[config.mk]
export PLATFORM = sky130hd
export DESIGN_NAME = div_unit
export DESIGN_NICKNAME = d
export VERILOG_FILES = /design/src/rtl/div_unit_pkg.sv /design/src/rtl/div_step.sv /design/src/rtl/div_unit.sv
export SDC_FILE = /design/constraint.sdc
export NUM_CORES = 1
export LEC_CHECK = 0
export BUFFER_PORTS_ARGS = -buffer_cell sky130_fd_sc_hd__buf_2
export CORE_MARGIN = 2
export CORE_UTILIZATION = 45
export CTS_CLUSTER_DIAMETER = 30
export DETAILED_ROUTE_END_ITERATION = 8
export MAX_ROUTING_LAYER = met4
export SLEW_MARGIN = 5
export SYNTH_ARGS = -nofsm -noshare
export SYNTH_HDL_FRONTEND = slang
export SYNTH_HIERARCHICAL = 1
export SYNTH_SLANG_ARGS = --single-unit
[constraint.sdc]
create_clock -name clk -period 5.36 [get_ports clk]
set_input_delay 0.536 -clock clk [delete_from_list [all_inputs] [get_ports clk]]
set_output_delay 0.536 -clock clk [all_outputs]
set_load 0.01 [all_outputs]
[src/rtl/div_unit_pkg.sv]
// rtl/div_unit_pkg.sv - shared defines for the iterative divider
package div_unit_pkg;

   typedef enum logic [1:0] {
      DIV_IDLE   = 2'd0,
      DIV_BYZERO = 2'd1,
      DIV_ON     = 2'd2,
      DIV_END    = 2'd3
   } div_state_t;

   localparam logic DivStart    = 1'b1;
   localparam logic DivStop     = 1'b0;
   localparam logic DivSigned   = 1'b1;
   localparam logic DivUnsigned = 1'b0;

endpackage

[src/rtl/div_step.sv]
// rtl/div_step.sv - one restoring shift/compare/subtract iteration
module div_step #(
   parameter int WIDTH = 32
) (
   input  logic [WIDTH:0]   rem_i,
   input  logic [WIDTH-1:0] quo_i,
   input  logic [WIDTH-1:0] divisor_i,
   output logic [WIDTH:0]   rem_o,
   output logic [WIDTH-1:0] quo_o
);

   logic [WIDTH:0] shifted;
   logic [WIDTH:0] diff;
   logic           ge;

   // quo_i doubles as the dividend shift register: its MSB feeds the remainder,
   // the new quotient bit enters at the LSB.
   always_comb begin
      shifted = {rem_i[WIDTH-1:0], quo_i[WIDTH-1]};
      diff    = shifted - {1'b0, divisor_i};
      ge      = rem_i[WIDTH] | (shifted >= {1'b0, divisor_i});
      rem_o   = ge ? diff : shifted;
      quo_o   = {quo_i[WIDTH-2:0], ge};
   end

endmodule

[src/rtl/div_unit.sv]
// rtl/div_unit.sv - multi-cycle signed/unsigned divider for the execute stage
module div_unit
   import div_unit_pkg::*;
#(
   parameter int WIDTH = 32,
   parameter int CNT_W = $clog2(WIDTH) + 1
) (
   input  logic             clk,
   input  logic             rst,
   input  logic             start_i,
   input  logic             annul_i,
   input  logic             signed_i,
   input  logic [WIDTH-1:0] dividend_i,
   input  logic [WIDTH-1:0] divisor_i,
   output logic             busy_o,
   output logic             ready_o,
   output logic [WIDTH-1:0] quotient_o,
   output logic [WIDTH-1:0] remainder_o,
   output logic             div_zero_o
);

   localparam logic [CNT_W-1:0] LAST_CNT = CNT_W'(WIDTH - 1);

   div_state_t       state, next_state;
   logic [CNT_W-1:0] cnt;
   logic [WIDTH:0]   rem_q;
   logic [WIDTH-1:0] quo_q;
   logic [WIDTH-1:0] dvs_q;
   logic             neg_quo_q;
   logic             neg_rem_q;
   logic [WIDTH-1:0] quotient_q;
   logic [WIDTH-1:0] remainder_q;
   logic             div_zero_q;

   logic [WIDTH:0]   step_rem;
   logic [WIDTH-1:0] step_quo;
   logic             is_signed;
   logic             dd_neg;
   logic             dv_neg;

   assign is_signed = (signed_i == DivSigned);
   assign dd_neg    = is_signed & dividend_i[WIDTH-1];
   assign dv_neg    = is_signed & divisor_i[WIDTH-1];

   div_step #(.WIDTH(WIDTH)) u_step (
      .rem_i     (rem_q),
      .quo_i     (quo_q),
      .divisor_i (dvs_q),
      .rem_o     (step_rem),
      .quo_o     (step_quo)
   );

   always_ff @(posedge clk) begin
      if (rst) state <= DIV_IDLE;
      else     state <= next_state;
   end

   always_comb begin
      next_state = state;
      busy_o     = 1'b1;
      ready_o    = 1'b0;
      case (state)
         DIV_IDLE: begin
            busy_o = 1'b0;
            if (start_i == DivStart && !annul_i)
               next_state = (divisor_i == '0) ? DIV_BYZERO : DIV_ON;
         end
         DIV_BYZERO: next_state = annul_i ? DIV_IDLE : DIV_END;
         DIV_ON: begin
            if (annul_i)              next_state = DIV_IDLE;
            else if (cnt == LAST_CNT) next_state = DIV_END;
         end
         DIV_END: begin
            ready_o = 1'b1;
            if (annul_i || start_i == DivStop) next_state = DIV_IDLE;
         end
         default: next_state = DIV_IDLE;
      endcase
   end

   // Result registers are only loaded on the edge into END and cleared on the
   // way out, so the outputs read zero in every other state.
   always_ff @(posedge clk) begin
      if (rst) begin
         cnt         <= '0;
         rem_q       <= '0;
         quo_q       <= '0;
         dvs_q       <= '0;
         neg_quo_q   <= 1'b0;
         neg_rem_q   <= 1'b0;
         quotient_q  <= '0;
         remainder_q <= '0;
         div_zero_q  <= 1'b0;
      end else begin
         case (state)
            DIV_IDLE: begin
               if (start_i == DivStart && !annul_i) begin
                  cnt       <= '0;
                  rem_q     <= '0;
                  quo_q     <= dd_neg ? -dividend_i : dividend_i;
                  dvs_q     <= dv_neg ? -divisor_i  : divisor_i;
                  neg_quo_q <= (signed_i != DivUnsigned) & (dd_neg ^ dv_neg);
                  neg_rem_q <= dd_neg;
               end
            end
            DIV_BYZERO: begin
               if (!annul_i) begin
                  quotient_q  <= '0;
                  remainder_q <= '0;
                  div_zero_q  <= 1'b1;
               end
            end
            DIV_ON: begin
               if (!annul_i) begin
                  rem_q <= step_rem;
                  quo_q <= step_quo;
                  cnt   <= cnt + CNT_W'(1);
                  if (cnt == LAST_CNT) begin
                     quotient_q  <= neg_quo_q ? -step_quo : step_quo;
                     remainder_q <= neg_rem_q ? -step_rem[WIDTH-1:0]
                                              : step_rem[WIDTH-1:0];
                     div_zero_q  <= 1'b0;
                  end
               end
            end
            DIV_END: begin
               if (annul_i || start_i == DivStop) begin
                  quotient_q  <= '0;
                  remainder_q <= '0;
                  div_zero_q  <= 1'b0;
               end
            end
            default: ;
         endcase
      end
   end

   assign quotient_o  = quotient_q;
   assign remainder_o = remainder_q;
   assign div_zero_o  = div_zero_q;

endmodule

=== Word level (Yosys, flattened, before mapping) ===
Cells that the tools add are included.

* $add $sub $neg: 6
* Magnitude comparators: 1
* Equality and inequality tests: 10
* Mux-type cells: 36
* Bitwise gates (word level): 6
* Reductions and logical operators: 11

{| class="wikitable"
|+ Operators by type and width
! kind !! count
|-
| $mux 32 || 12
|-
| $pmux 32 s3 || 2
|-
| $neg 32->32 || 4
|-
| $mux 33 || 3
|-
| $pmux 33 s2 || 1
|-
| $pmux 32 s2 || 1
|-
| $ge 33x32->1 || 1
|-
| $sub 33x32->33 || 1
|-
| $logic_not 32->1 || 1
|-
| $mux 2 || 6
|-
| $mux 6 || 2
|-
| $pmux 6 s2 || 1
|-
| $ne 2x2->1 const B || 5
|-
| $pmux 2 s4 || 1
|-
| $add 6x1->6 const B || 1
|-
| $eq 6x5->1 const B || 1
|-
| $mux 1 || 6
|-
| $reduce_and 3->1 || 2
|-
| $reduce_and 5->1 || 1
|-
| $eq 2x2->1 const B || 2
|-
| $and 1x1->1 || 3
|-
| $ne 3x3->1 const B || 1
|-
| $pmux 1 s3 || 1
|-
| $reduce_bool 3->1 || 1
|-
| other kinds (10) || 10
|}

* Register bits: 172
* Output and inout port bits: 67
* Logic and storage cells: 80

=== Longest topological paths before layout ===
Gate-level depths: netlist (run 1).

* Depth after elaboration: 8
* Mapped depth: 21

=== By module ===
The synthesis (run 1) kept the hierarchy.

{| class="wikitable"
|+ Modules (own cells, without submodules)
! module !! times used !! cells each !! area an instance (um^2) !! sequential area each (um^2)
|-
| div_unit || 1 || 1186 || 9345.2 || 3443.3
|-
| div_step || 1 || 368 || 2489.9 || 0.0
|}

=== Worst setup path after synthesis (run 1) ===
OpenSTA, ideal clock, no wires.

* Path type: register to register
* Start point: reg dvs_q[12]
* End point: reg remainder_q[31], in the netlist remainder_o[31]
* Data arrival time: 4.087 ns
* Data required time: 5.215 ns
* Slack: 1.129 ns
* Cell stages (with the launch flop): 20
* Buffers on the path: 4
* Period minus slack after synthesis: 4.231 ns
* Cell sequence: dfxtp_1 > inv_1 > ha_1 > buf_2 > nand2_2 > or3_1 > o211ai_2 > a31oi_4 > o31ai_4 > a21oi_2 > buf_6 > buf_6 > nand2_1 > o21ai_1 > or3_1 > or4_1 > clkbuf_1 > nor4_1 > mux2i_1 > o311ai_0

* Longest elaborated chain between the ends: 8

{| class="wikitable"
|+ RTL lines
! what !! line !! RTL
|-
| from (decl) || div_unit.sv:28 || <nowiki>logic [WIDTH-1:0] dvs_q;</nowiki>
|-
| from (signal assigned) || div_unit.sv:101 || <nowiki>dvs_q <= dv_neg ? -divisor_i : divisor_i;</nowiki>
|-
| $ge 33x32->1 || div_step.sv:21 || <nowiki>ge = rem_i[WIDTH] | (shifted >= {1'b0, divisor_i});</nowiki>
|-
| $or 1x1->1 || div_step.sv:21 ||
|-
| $mux 33 || div_step.sv:22 || <nowiki>rem_o = ge ? diff : shifted;</nowiki>
|-
| named net step_rem[3] || div_unit.sv:35 || <nowiki>logic [WIDTH:0] step_rem;</nowiki>
|-
| $neg 32->32 || div_unit.sv:120 || <nowiki>remainder_q <= neg_rem_q ? -step_rem[WIDTH-1:0]</nowiki>
|-
| $mux 32 || div_unit.sv:120 ||
|-
| $mux 32 || div_unit.sv:118 || <nowiki>if (cnt == LAST_CNT) begin</nowiki>
|-
| $mux 32 || div_unit.sv:114 || <nowiki>if (!annul_i) begin</nowiki>
|-
| $pmux 32 s3 || div_unit.sv:95 || <nowiki>case (state)</nowiki>
|-
| to (signal assigned) || div_unit.sv:120 ||
|-
| to (decl) || div_unit.sv:32 || <nowiki>logic [WIDTH-1:0] remainder_q;</nowiki>
|}

The timed path passes the listed nets, and every way through them passes these cells. The select of a mux whose other input is x is not followed.
A chain may end at the register's enable or synchronous reset.

=== Worst setup path in the final report (run 1) ===
* Start point: reg dvs_q[12]
* End point: reg remainder_q[14], in the netlist remainder_o[14]

The elaborated chain is that of the path after synthesis.

==> results.toml, run 1 <==
[power_and_ir_drop]
vdd_drop_max_mv = 0.302
power_mw = 6.08
p_leak_nw = 5.04
p_per_area_mw_per_mm2 = 469

[global_routing]
grt-ovfl-total = 0
grt_pass1_vias = 10500
antenna_found_initial = 0
grt_max_degree = 91
grt_pass1_wl_mm = 58.0
track_usage = 0.266

[clock_tree]
clock_sinks = 172
clock_path_buffers = 2
path_clk_slew_ns = 0.07
cts_hold_buf = 0
post_cts_buffers = 0
cts_root_buffer = "clkbuf_16"
htreeDepth = 4
cts_tree = "yes"
cts_buffers = 17
worstSkewPairLatency_ns = 0.44
cts-resized-gates = 0

[sta]
setup_viol = 0
tns_ns = 0
slew_headroom = 0.255
slew_viol_final = 0
final_hold_viol_count = 0
fin_crit_ns = 4.88
worst_slew_pin_slew_ns = 1.12
finalCritPeriodShare = 0.910
grt_setup_unrepaired = "false"
clock.fmax_mhz = 205
finClkSkew_ns = 0.0115

[cells_and_area]
layout_common_cells = "190 x nand2_1, 172 x dfxtp_1, 134 x buf_2"
final_common_cell = "nand2_1"
fin_nets = 1706
antennaDiodeCount = 0
area_delta_synth_final_pct = 9.64
drive_gt1_frac = 0.146
final_util = 0.501

[floorplanning]
start_util = 0.457
die_w_um = 166
num_rows = 59
coreArea_mm2 = 0.0259
num_io_pins = 136
die_y_um = 166
die_area_mm2 = 0.0276

[setup_path]
critPathArrivalTime_ns = 5.21
endpoint_kind = "register"
path_class = "reg -> reg"
crit_path_start_kind = "register"
crit_fanout = 28
worstPathRequired_ns = 5.69

[routing]
wl_per_cell_um = 18.6
drt_wl_total_mm = 36.2
drt-vias-per-instance = 5.87
vias = 11400
post-route-drc-count = 0
wl_met3_mm = 2.28
drtIter0Drc = 931
wl_met2_mm = 15.3
ant_nets = 0
top_layer = "met4"
drtPass1Iterations = 5
m1WireLength_mm = 18.1

[logic_synthesis]
yosysTopAreaCellShare = 0.291
ys_seq_elements = 172
yosys.area.top_type = "dfxtp_1"
synth-main-ff-cell = "dfxtp_1"
syn-instance-count = 1554
avgSynthCellArea_um2 = 7.62
synth_edf_count = 0
syn-num-nets = 1665
synth_cell_types = 78
yosysSeqAreaShare = 0.291
yosys-top-cells-area = "dfxtp_1 29%, xor2_1 6.7%, nand2_1 6.0%"
netlist_area_mm2 = 0.0118
async_reset_ff_frac = 0
yosysWarningCount = 6

[outcome]
status = "complete, no violations"

[job]
cap_viol_max_count = 0

[worst_hold_path]
hold_path_class = "in -> reg"

[placed_design]
port_buffers = 135
place.gp.congestion = 0.942
hpwl_mm = 26.6
==> flip-flops by register name, summed over array words and instances, names as in the netlist, 2 cells and up <==
signal and flops:
rem_q 33, quo_q 32, cnt 6, remainder_o 32
state 2, dvs_q 32, quotient_o 32
==> cell usage after synthesis, types with 4 or more instances <==
library cell	instances
inv_1	58
buf_6	6
and3_1	14
buf_1	9
a211oi_1	19
nand2_1	190
mux2i_1	14
buf_2	4
or4_1	16
dfxtp_1	172
o21a_1	14
nand4_1	12
nor3b_1	5
o41ai_1	40
o21ai_2	10
or2_2	15
xnor2_1	38
nand2b_1	20
o31a_1	6
buf_4	32
ha_1	41
nor3_1	24
xor2_1	90
nand3_1	80
nor4_1	27
o21ai_0	106
o31ai_1	26
nor2b_1	14
a221oi_1	7
o211ai_1	11
a22o_1	4
o22ai_1	7
nand3b_1	4
nor2_1	75
a21o_1	17
a2111oi_0	6
a21oi_1	128
a31oi_1	16
or3_1	19
o21ai_1	15
clkbuf_1	84
==> per-layer routing <==
layer | global-route usage | up-vias
met5 | - | -
met4 | 0.0594 | 0
met3 | 0.0439 | 37
met2 | 0.388 | 348
met1 | 0.385 | 5342
li1 | - | 5667
==> cell families (layout without fill, tap and decap cells) <==
kind of cell | Yosys count | in the layout | synth area share
AOI/OAI and AO/OA | 466 | 466 | 0.256
xor gates and xnor gates | 128 | 128 | 0.0947
adders and majority gates | 42 | 42 | 0.0450
buffers and inverters | 196 | 249 | 0.0771
DFF | 172 | 172 | 0.291
muxes | 17 | 17 | 0.0156
and+or+nand+nor | 533 | 533 | 0.221
==> layout make-up <==
type,instances,area [um^2]
Timing Repair Buffer,158,851
Multi-Input combinational cell,1186,7510
Clock inverter,12,91.3
Sequential cell,172,3440
Inverter,60,230
Clock buffer,19,433
Fill cell,2623,12900
Tap cell,335,419
==> report_power, final <==
group | switching [mW] | internal [mW]
registers | 0.140 | 1.41
clock network | 0.563 | 0.596
logic | 2.32 | 1.05
==> path summary, 6_finish.rpt <==
kind,startpoint,end,slack (ns),cells after the start
worst max-delay path,dvs_q[12]$_SDFFE_PP0P_,remainder_o[14]$_SDFFE_PP0P_,0.48,17
worst min-delay path,divisor_i[0],dvs_q[0]$_SDFFE_PP0P_,0.40,3
worst max register to register,dvs_q[12]$_SDFFE_PP0P_,remainder_o[14]$_SDFFE_PP0P_,0.48,17
worst min register to register,remainder_o[10]$_SDFFE_PP0P_,remainder_o[10]$_SDFFE_PP0P_,0.45,2
==> stage by stage <==
step / setup WS [ns] / std cells / area, um^2 / hold slack [ns]
2_1_floorplan: 1.13 / 1554 / 11800 / 0.429
3_3_place_gp: 0.742 / 1911 / 12500 / 0.429
3_5_place_dp: 0.549 / 1911 / 12500 / 0.439
4_1_cts: 0.532 / 1942 / 13000 / 0.383
5_1_grt: 0.0847 / 1942 / 13000 / 0.404
6_report: 0.481 / 1942 / 13000 / 0.399
==> critical path, cell delays in order (launching register included) <==
cell and delay [ns]:
dfxtp_1 0.33, inv_1 0.05, ha_1 0.44, nand2_2 0.12, nor3_1 0.43, o311ai_2 0.18
o211ai_2 0.16, a31oi_4 0.16, o31ai_4 0.37, a21oi_4 0.20, buf_4 0.27, nand2_1 0.10
o21ai_1 0.13, nor4_1 0.52, nand4b_1 0.48, o41ai_1 0.45, xor2_1 0.13, o41ai_1 0.25
Note: power is estimated with default switching activity, not from simulation.
==> run 2, diff against run 1 <==
--- a/config.mk
+++ b/config.mk
@@ -11,6 +11,7 @@
 export CTS_CLUSTER_DIAMETER = 30
 export DETAILED_ROUTE_END_ITERATION = 8
 export MAX_ROUTING_LAYER = met4
+export PLACE_DENSITY = 0.67
 export SLEW_MARGIN = 5
 export SYNTH_ARGS = -nofsm -noshare
 export SYNTH_HDL_FRONTEND = slang
==> constraint.sdc (replaced) <==
create_clock -name clk -period 4.39 [get_ports clk]
set_input_delay 0.439 -clock clk [delete_from_list [all_inputs] [get_ports clk]]
set_output_delay 0.439 -clock clk [all_outputs]
set_load 0.01 [all_outputs]
==> results.toml, run 2 (synthesized netlist as in run 1, its figures left out) <==
[routing]
drt-vias-per-instance = 5.92
drtPass1Iterations = 5
drtIter0Drc = 1214
vias = 11700
ant_nets = 0
drt_wl_total_mm = 36.1
wl_per_cell_um = 18.3
post-route-drc-count = 0

[cells_and_area]
fin_nets = 1741
top_register = "rem_q"
stdcell_count = 1978
area_delta_synth_final_pct = 14.1
antennaDiodeCount = 0
drive_gt1_frac = 0.180
layout_common_cells = "190 x nand2_1, 172 x dfxtp_1, 134 x buf_2"
fillers = 2558
largest_reg_flops = 33
final_common_cell = "nand2_1"
final_util = 0.521
fin_area_mm2 = 0.0135

[floorplanning]
num_io_pins = 136
die_y_um = 166
coreArea_mm2 = 0.0259
die_w_um = 166
start_util = 0.457
num_rows = 59
die_area_mm2 = 0.0276

[global_routing]
track_usage = 0.260
grt-ovfl-total = 0
grt_max_degree = 82
grt_pass1_vias = 10700
grt_pass1_wl_mm = 57.3
antenna_found_initial = 0

[sta]
clock.fmax_mhz = 235
slew_viol_final = 0
worst_slew_pin_slew_ns = 1.06
worst_slack_ns = 0.130
finClkSkew_ns = 0.0160
setup_viol = 0
slew_headroom = 0.291
tns_ns = 0
grt_setup_unrepaired = "true"
final_hold_viol_count = 0
fin_crit_ns = 4.26
hold-worst-slack_ns = 0.289
finalCritPeriodShare = 0.970

[setup_path]
path_class = "reg -> reg"
cpPeakStageDelay_ns = 0.49
crit_fanout = 10
critPathArrivalTime_ns = 4.57
cp_slowest_cell = "or4_4"
endpoint_kind = "register"
worstPathRequired_ns = 4.70
path_cells = "inv_1 > ha_1 > nand3_2 > o21ai_0 > o311ai_2 > o211ai_2 > a31oi_4 > o31ai_4 > a21oi_2 > buf_4 > nand2_1 > o21ai_1 > or3_1 > or4_4 > buf_4 > o41ai_1 > xor2_1 > o21ai_0"
crit_path_start_kind = "register"

[clock_tree]
cts_tree = "yes"
clock_path_buffers = 2
cts_root_buffer = "clkbuf_16"
cts_hold_buf = 0
worstSkewPairLatency_ns = 0.44
path_clk_slew_ns = 0.08
clock_sinks = 172
cts_buffers = 17
htreeDepth = 4

[placed_design]
dpl_cell_area_mm2 = 0.0127
place.gp.congestion = 0.983
place_ws_ns = -0.0487
placed_cells = 1941
port_buffers = 135
hpwl_mm = 26.4

[outcome]
status = "complete, no violations"

[power_and_ir_drop]
p_per_area_mw_per_mm2 = 604
power_mw = 8.16
p_leak_nw = 5.31
vdd_drop_max_mv = 0.358

[job]
cap_viol_max_count = 0

[worst_hold_path]
hold_path_class = "in -> reg"
[run 2: cell types whose count changed in the layout (fill, tap and decap cells not counted), moves of 3 or more]
cell / delta
buf_4: +30
o41ai_1: -8
o41ai_2: +8
a21oi_2: +4
buf_12: +4
a21oi_1: -3
clkinv_2: -3
clkinv_8: +3
inv_8: +3
nor4_1: -3
[run 2: cell type report]
type,instances,area (um^2),share of cell area
clock buffer,18,439,0.0325
clock inverter,14,151,0.0112
inverter,60,230,0.0171
multi-input combinational,1187,7660,0.567
sequential,172,3440,0.255
tap,335,419,0.0311
timing repair buffer,192,1160,0.0856
[run 2: path summary, 6_finish.rpt]
path                                from                           end  slack, ns  depth (start not counted)
max                dvs_q[7]$_SDFFE_PP0P_  remainder_o[19]$_SDFFE_PP0P_       0.13                         18
min                       dividend_i[25]        quo_q[25]$_SDFFE_PP0P_       0.29                          3
max reg2reg        dvs_q[7]$_SDFFE_PP0P_  remainder_o[19]$_SDFFE_PP0P_       0.13                         18
min reg2reg  quotient_o[11]$_SDFFE_PP0P_   quotient_o[11]$_SDFFE_PP0P_       0.45                          2
[run 2: what timing repair did]
| item | CTS | global route |
|---|---|---|
| pin swaps | 1 | 4 |
| endpoints found under the setup margin | 5 | 34 |
| resized for setup | 0 | 25 |
| endpoints found under the hold margin | 0 | 0 |
| cloned | 1 | 0 |
| setup buffers | 2 | 2 |
[run 2: worst max-delay path, delay by kind of cell (launching register included)]
kind                     cells  cell delay [ns]
AO/OA/AOI/OAI                9             1.69
AND/OR/NAND/NOR              4             1.12
buffers and inverters        3             0.42
adder cells (fa/ha/maj)      1             0.41
flip-flops                   1             0.33
XOR/XNOR                     1             0.17
[run 2: layer usage]
layer / global-route usage / share of wire
met2: 0.389 / 0.44
met4: 0.0737 / 0.020
met3: 0.0350 / 0.069
met1: 0.367 / 0.47
met5: - / 0
[run 2: where the power goes]
part           leakage, nW  switching (mW)  total [mW]  internal, mW
logic                 3.64            3.03        4.74          1.71
clock network        0.279           0.754        1.53         0.775
registers             1.39           0.167        1.88          1.72
total                 5.31            3.95        8.16          4.20
